$ cat src/rtl/deck_rom_arbiter_pkg.sv
// Shared constants and requester identifiers for the deck image ROM arbiter.
package deck_rom_pkg;

    localparam int ROM_ADDR_WIDTH = 13;
    localparam int ROM_DATA_WIDTH = 12;
    localparam int N_DECK_REQ     = 3;

    typedef enum logic [1:0] {
        REQ_PLAYER = 2'd0,
        REQ_DEALER = 2'd1,
        REQ_DECK   = 2'd2
    } req_id_t;

endpackage

$ cat src/rtl/deck_rom_arbiter_if.sv
// Requester-side bus of the deck ROM arbiter: level requests, lock, addresses, grants, return data.
interface deck_rom_arbiter_if
    import deck_rom_pkg::*;
#(
    parameter int N_REQ      = N_DECK_REQ,
    parameter int ADDR_WIDTH = ROM_ADDR_WIDTH,
    parameter int DATA_WIDTH = ROM_DATA_WIDTH
);
    logic [N_REQ-1:0]            req;
    logic [N_REQ-1:0]            lock;
    logic [N_REQ*ADDR_WIDTH-1:0] addr;
    logic [N_REQ-1:0]            gnt;
    logic [N_REQ-1:0]            rvalid;
    logic [DATA_WIDTH-1:0]       rdata;

    modport master (
        output req, lock, addr,
        input  gnt, rvalid, rdata
    );

    modport slave (
        input  req, lock, addr,
        output gnt, rvalid, rdata
    );
endinterface

$ cat src/rtl/deck_rom_arbiter_rr_pick.sv
// Combinational round-robin picker: first set request scanning from i_start upward, wrapping.
module rr_pick
    import deck_rom_pkg::*;
#(
    parameter int N  = N_DECK_REQ,
    parameter int PW = 2
) (
    input  logic [N-1:0]  i_req,
    input  logic [PW-1:0] i_start,
    output logic [N-1:0]  o_gnt,
    output logic [PW-1:0] o_idx,
    output logic          o_any
);
    logic [PW-1:0] w_j;

    // Scan in reverse so the candidate closest to i_start is written last and wins.
    always_comb begin
        o_gnt = '0;
        o_idx = '0;
        o_any = 1'b0;
        w_j   = '0;
        for (int k = N - 1; k >= 0; k--) begin
            w_j = PW'((int'(i_start) + k) % N);
            if (i_req[w_j]) begin
                o_gnt      = '0;
                o_gnt[w_j] = 1'b1;
                o_idx      = w_j;
                o_any      = 1'b1;
            end
        end
    end
endmodule

$ cat src/rtl/deck_rom_arbiter.sv
// Shares the single-port deck ROM between draw units: round-robin grant with capped locked bursts.
module deck_rom_arbiter
    import deck_rom_pkg::*;
#(
    parameter int N_REQ      = N_DECK_REQ,
    parameter int ADDR_WIDTH = ROM_ADDR_WIDTH,
    parameter int DATA_WIDTH = ROM_DATA_WIDTH,
    parameter int MAX_BURST  = 16
) (
    input  logic                  clk,
    input  logic                  rst,
    deck_rom_arbiter_if.slave     bus,
    output logic [ADDR_WIDTH-1:0] rom_addr,
    input  logic [DATA_WIDTH-1:0] rom_dout
);
    localparam int PW = $clog2(N_REQ);
    localparam int BW = $clog2(MAX_BURST + 1);
    localparam logic [BW-1:0] BURST_MAX = BW'(MAX_BURST);

    logic [PW-1:0]         r_rr_ptr;
    logic [PW-1:0]         r_owner;
    logic                  r_owner_vld;
    logic [BW-1:0]         r_burst_cnt;
    logic [N_REQ-1:0]      r_rvalid;

    logic [N_REQ-1:0]      w_rr_gnt;
    logic [PW-1:0]         w_rr_idx;
    logic                  w_rr_any;
    logic                  w_hold;
    logic [N_REQ-1:0]      w_gnt;
    logic [PW-1:0]         w_idx;
    logic                  w_any;
    logic [ADDR_WIDTH-1:0] w_addr_sel [N_REQ];

    rr_pick #(
        .N  (N_REQ),
        .PW (PW)
    ) u_rr_pick (
        .i_req   (bus.req),
        .i_start (r_rr_ptr),
        .o_gnt   (w_rr_gnt),
        .o_idx   (w_rr_idx),
        .o_any   (w_rr_any)
    );

    // A locked owner keeps the port until it releases or has used up its burst.
    assign w_hold = r_owner_vld && bus.req[r_owner] && bus.lock[r_owner]
                    && (r_burst_cnt < BURST_MAX);

    always_comb begin
        w_gnt = w_rr_gnt;
        w_idx = w_rr_idx;
        w_any = w_rr_any;
        if (w_hold) begin
            w_gnt          = '0;
            w_gnt[r_owner] = 1'b1;
            w_idx          = r_owner;
            w_any          = 1'b1;
        end
        if (rst) begin
            w_gnt = '0;
            w_any = 1'b0;
        end
    end

    genvar gi;
    generate
        for (gi = 0; gi < N_REQ; gi++) begin : g_addr_sel
            assign w_addr_sel[gi] = w_gnt[gi] ? bus.addr[gi*ADDR_WIDTH +: ADDR_WIDTH] : '0;
        end
    endgenerate

    always_comb begin
        rom_addr = '0;
        for (int i = 0; i < N_REQ; i++) begin
            rom_addr = rom_addr | w_addr_sel[i];
        end
    end

    assign bus.gnt    = w_gnt;
    assign bus.rvalid = rst ? '0 : r_rvalid;
    assign bus.rdata  = rom_dout;

    always_ff @(posedge clk) begin
        if (rst) begin
            r_rr_ptr    <= '0;
            r_owner     <= '0;
            r_owner_vld <= 1'b0;
            r_burst_cnt <= '0;
            r_rvalid    <= '0;
        end else begin
            r_rvalid <= w_gnt;
            if (w_any) begin
                r_rr_ptr <= (w_idx == PW'(N_REQ - 1)) ? '0 : w_idx + 1'b1;
                if (bus.lock[w_idx]) begin
                    r_owner_vld <= 1'b1;
                    r_owner     <= w_idx;
                    // A capped owner regranted by round-robin starts a fresh burst.
                    r_burst_cnt <= (r_owner_vld && (r_owner == w_idx) && (r_burst_cnt < BURST_MAX))
                                   ? r_burst_cnt + 1'b1 : BW'(1);
                end else begin
                    r_owner_vld <= 1'b0;
                    r_burst_cnt <= '0;
                end
            end else begin
                r_owner_vld <= 1'b0;
                r_burst_cnt <= '0;
            end
        end
    end
endmodule

$ cat src/flat_wrapper.sv
// flat-port wrapper written by rule: the top's interface ports become plain ports
module deck_rom_arbiter_flat import deck_rom_pkg::*;
#(
    parameter int N_REQ      = N_DECK_REQ,
    parameter int ADDR_WIDTH = ROM_ADDR_WIDTH,
    parameter int DATA_WIDTH = ROM_DATA_WIDTH,
    parameter int MAX_BURST  = 16
)
  (clk, rst, rom_addr, rom_dout, bus_req, bus_lock, bus_addr, bus_gnt, bus_rvalid, bus_rdata);
  deck_rom_arbiter_if #(.N_REQ(N_REQ), .ADDR_WIDTH(ADDR_WIDTH), .DATA_WIDTH(DATA_WIDTH)) bus_i ();
  input  logic clk;
  input  logic rst;
  output logic [ADDR_WIDTH-1:0] rom_addr;
  input  logic [DATA_WIDTH-1:0] rom_dout;
  input wire logic [$bits(bus_i.req)-1:0] bus_req;
  input wire logic [$bits(bus_i.lock)-1:0] bus_lock;
  input wire logic [$bits(bus_i.addr)-1:0] bus_addr;
  output wire logic [$bits(bus_i.gnt)-1:0] bus_gnt;
  output wire logic [$bits(bus_i.rvalid)-1:0] bus_rvalid;
  output wire logic [$bits(bus_i.rdata)-1:0] bus_rdata;
  assign bus_i.req = bus_req;
  assign bus_i.lock = bus_lock;
  assign bus_i.addr = bus_addr;
  assign bus_gnt = bus_i.gnt;
  assign bus_rvalid = bus_i.rvalid;
  assign bus_rdata = bus_i.rdata;
  deck_rom_arbiter #(.N_REQ(N_REQ), .ADDR_WIDTH(ADDR_WIDTH), .DATA_WIDTH(DATA_WIDTH), .MAX_BURST(MAX_BURST)) u_core (.clk(clk), .rst(rst), .bus(bus_i), .rom_addr(rom_addr), .rom_dout(rom_dout));
endmodule
$ cat config.mk
export PLATFORM = sky130hd
export DESIGN_NAME = deck_rom_arbiter_flat
export DESIGN_NICKNAME = d
export VERILOG_FILES = /design/src/rtl/deck_rom_arbiter_pkg.sv /design/src/rtl/deck_rom_arbiter_if.sv /design/src/rtl/deck_rom_arbiter_rr_pick.sv /design/src/rtl/deck_rom_arbiter.sv /design/src/flat_wrapper.sv
export SDC_FILE = /design/constraint.sdc
export NUM_CORES = 1
export LEC_CHECK = 0
export CORE_MARGIN = 4
export CORE_UTILIZATION = 37
export CTS_CLUSTER_DIAMETER = 200
export CTS_CLUSTER_SIZE = 28
export DETAILED_ROUTE_END_ITERATION = 12
export GPL_TIMING_DRIVEN = 0
export PLACE_DENSITY = 0.91
export SLEW_MARGIN = 20
export SYNTH_ARGS = -nofsm -noshare
export SYNTH_HDL_FRONTEND = slang
export SYNTH_SLANG_ARGS = --single-unit
$ cat constraint.sdc
create_clock -name clk -period 3.95 [get_ports clk]
set_clock_uncertainty 0.15 [all_clocks]
set_input_delay 0.79 -clock clk [delete_from_list [all_inputs] [get_ports clk]]
set_output_delay 0.79 -clock clk [all_outputs]
set_load 0.01 [all_outputs]
==> summary.md, run 1 <==
| Metric | Value |
|---|---|
| Outcome | `complete, no violations` |
| Largest cells by area after synthesis | `dfxtp_1 18%, buf_4 6.8%, a22oi_1 6.3%` |
| Avg Inst Size Synth | `8.24 sq um` |
| Crit path required time | `3.01 ns` |
| Fin nets | `between 300 and 400` |
| Crit share post-route | `a little over nine tenths` |
| Count leader, synth | `inv_1` |
| Yosys reg bits | `13` |
| Leakage | `1.02 nW` |
| Setup ws final | `a little over 0.09 ns` |
| Slowest stage delay, CP | `0.49 ns` |
| Share of cells above drive strength 1 | `30.5%` |
| Clock power frac | `8.5%` |
| Post-synthesis simple-gate area fraction | `20.3%` |
| Pre-Repair DR Iteration Count | `4` |
| CTS Buf Count | `3` |
| DP Area | `around 2300 sq um` |
| DP HPWL | `3.62 mm` |
| Core area | `3720 sq um` |
| DR vias/cell | `5.31` |
| Max-Cap Viols | `0` |
| Comb pwr share | `78.1%` |
| Flop pwr share | `13.4%` |
| Post-synthesis xor/xnor area fraction | `1.22%` |
| WS Path Type | `in -> out` |
| Routed wire length | `~4.8 mm` |
| # setup viols final | `0` |
| Reg2Reg Setup Slack | `1.28 ns` |
| Starting Density | `38.8%` |
| Netlist cell types | `53` |
| DR WL/cell | `15.2 um` |
| CTS H-tree lvls | `1` |
| Synth Area in Compound Gates | `a little under two fifths` |
| Fin area | `~2400 sq um` |
| Slew Limit Headroom | `67.7%` |
| Pre-CTS setup slack | `-0.628 ns` |
| Largest family of logic cells by synthesized area | `compound AO/OA/AOI/OAI gates` |
| CP top delay family | `buffers and inverters` |
| Switching share of power | `45.7%` |
| DIE AREA | `4960 sq um` |
| P_int | `790 uW` |
| DRT antenna net count | `0` |
| Pwr Total | `1.45 mW` |
| Sequential fraction of the synthesis area | `18.1%` |
| Synthesized area | `1440 sq um` |
| Die Span X | `70.4 um` |
| Pins Over Slew Limit | `0` |
| Fmax | `259 MHz` |
| GRT Util Overall | `19.2%` |
| CP dominant cell by count | `buf_6` |
| Number of flops mapped to enable cells by yosys | `0` |
| Clk root buf | `clkbuf_8` |
| Post-Synthesis Cells | `175` |
| Min Tclk post-route | `3.86 ns` |
| Clock Latency Late Sink | `0.25 ns` |
| Ant. Diodes | `0` |
| Crit-path cells | `buf_2, nand2_1, or4b_1, buf_6, and2_4, buf_6, o21a_1, a31oi_4, buf_6, inv_1, clkdlybuf4s50_1` |
| Total grt overflow | `0` |
| Asr flop ratio synth | `0%` |
| First-pass GRT wire length | `7.80 mm` |
| Maximum VDD drop | `407 uV` |
| CP Launch Type | `input port` |
| Post-synth top area share | `18.1%` |
| Io pins | `90` |
| Worst EP arrival | `2.92 ns` |
| PD cells | `598 nW/um^2` |
| Synth warn | `0` |
| Adder-cell area share of the yosys netlist | `3.47%` |
| Worst-path cell with the longest stage delay | `or4b_1` |
| # fillers | `approximately 340` |
| Vias in the first global route | `approximately 1700` |
| Residual DRC count | `0` |
| Die height | `between 70 and 80 um` |
| RePlAce Congestion | `between 0.8 and 0.9` |
| Area grow syn2layout | `68.5%` |
| Worst path bufs/invs | `6` |
| Row cnt | `22` |
| Critical Path End Type | `output pin` |
| Final Hold Vio Count | `0` |
| Psw | `664 uW` |
| DRT iter0 DRCs | `51` |
| Initial antenna violation count | `0` |
| Post-synthesis mux area share | `2.78%` |
| Top_reg_cell synth | `dfxtp_1` |
| Vias | `1700` |
| # port buffers | `77` |
| TritonCTS clock tree | `built` |
| # clock sinks | `13` |
| Worst-Margin Slew | `0.482 ns` |
| Maximum root-to-sink buffer count | `2` |
| Pin count of the biggest net entering global routing | `11` |
| Reg clk slew, reported paths | `0.06 ns` |
| Highest net fanout along the worst path | `10` |
| Commonest cells post-synth | `20 x inv_1, 13 x buf_4, 13 x dfxtp_1` |
| Leading area contributor after synthesis | `dfxtp_1` |
| Post-Syn Nets | `roughly 240` |
| Worst min-delay path class | `reg -> reg` |
[layer usage]
metal  share of wire (%)  vias up  wire (um)  track usage [%]
met5                   0        -          0                0
met4                 1.9        0         91             7.23
met3                 9.4       10        454             4.03
met2                  49       89       2370             35.1
met1                  40      782       1940             21.4
li1                    -      819          -                -
[layout by cell type, fill, tap and decap left out, drive strengths merged, types with 2 or more instances in the layout]
cell type	synthesis	layout
clkdlybuf4s50	0	57
buf	21	44
inv	20	20
o21ai	17	17
a22oi	14	14
dfxtp	13	13
nand2	9	9
clkbuf	1	9
nor2b	7	7
nor2	6	6
nand3	6	6
nor4	5	5
dlygate4sd2	0	5
a21oi	5	5
mux2i	4	4
ha	4	4
clkdlybuf4s15	0	4
a31oi	3	3
and3	3	3
nor3b	3	3
or2	2	2
o21a	2	2
nand4	2	2
a211oi	2	2
a31o	2	2
a211o	2	2
and2	2	2
a311oi	2	2
[power by group through the flow]
stage / logic (mW) / registers (mW) / clock network [mW]
6_report: 1.14 / 0.194 / 0.124
3_5_place_dp: 1.06 / 0.195 / 0
4_1_cts: 1.11 / 0.193 / 0.126
5_1_grt: 1.23 / 0.200 / 0.132
2_1_floorplan: 0.702 / 0.188 / 0
3_3_place_gp: 1.04 / 0.193 / 0
[logic make-up after synthesis]
family	Yosys count
AOI/OAI and AO/OA	59
adders and majority gates	4
muxes	4
DFF	13
buffers and inverters	42
and+or+nand+nor	51
xor gates and xnor gates	2
[registers in the layout, summed over array words and instances, names as in the netlist]
name / count
u_core.r_burst_cnt: 5
u_core.r_rvalid: 3
u_core.r_owner: 2
u_core.r_rr_ptr: 2
u_core.r_owner_vld: 1
[worst register-to-register path, delay by kind of cell, from the launching register on]
kind                       cells  cell delay (ns)
and+or+nand+nor                2             0.71
adders and majority gates      1             0.17
AOI/OAI and AO/OA              3             0.76
DFF                            1             0.38
buffers and inverters          2             0.23
muxes                          1             0.17
[timing repair]
action / CTS / global route
setup buffers: 13 / 2
hold buffers: 0 / 0
gates resized for setup: 55 / 11
endpoints found under the setup margin: 16 / 16
pin swaps: 5 / 4
cloned: 1 / 0
[stage by stage]
| step | hold WS [ns] | TNS (ns) | std cells | util (%) |
|---|---|---|---|---|
| finish | 0.328 | 0 | 320 | 65.4 |
| global route | 0.350 | -0.00353 | 320 | 65.4 |
| CTS | 0.332 | 0 | 318 | 65.1 |
| detailed placement | 0.330 | -8.61 | 300 | 61.1 |
| global placement | 0.317 | -8.06 | 300 | 61.1 |
| floorplan | 0.299 | 0 | 175 | - |
[cell type report]
type / instances / area [sq um] / area share [%]
well taps: 48 / 60.1 / 2.47
multi-input cells: 120 / 976 / 40.2
flip-flops and latches: 13 / 262 / 10.8
inverters: 20 / 75.1 / 3.09
plain buffers: 22 / 175 / 7.21
clock buffers: 4 / 45.0 / 1.85
repair buffers: 93 / 836 / 34.4
[final timing paths]
check                             start               endpoint  cells after the start
setup / recovery             bus_req[2]             bus_gnt[0]                     11
hold / removal    u_core.r_burst_cnt[3]  u_core.r_burst_cnt[4]                      2
setup reg to reg     u_core.r_rr_ptr[1]  u_core.r_burst_cnt[2]                      9
hold reg to reg   u_core.r_burst_cnt[3]  u_core.r_burst_cnt[4]                      2
No activity file was read; power rests on OpenSTA's default activity.
==> run 2: changes to the inputs <==
SKIP_LAST_GASP = 1   (was default)
==> results of run 2 <==
No change in the layout: final DEF, timing and power equal those of run 1.
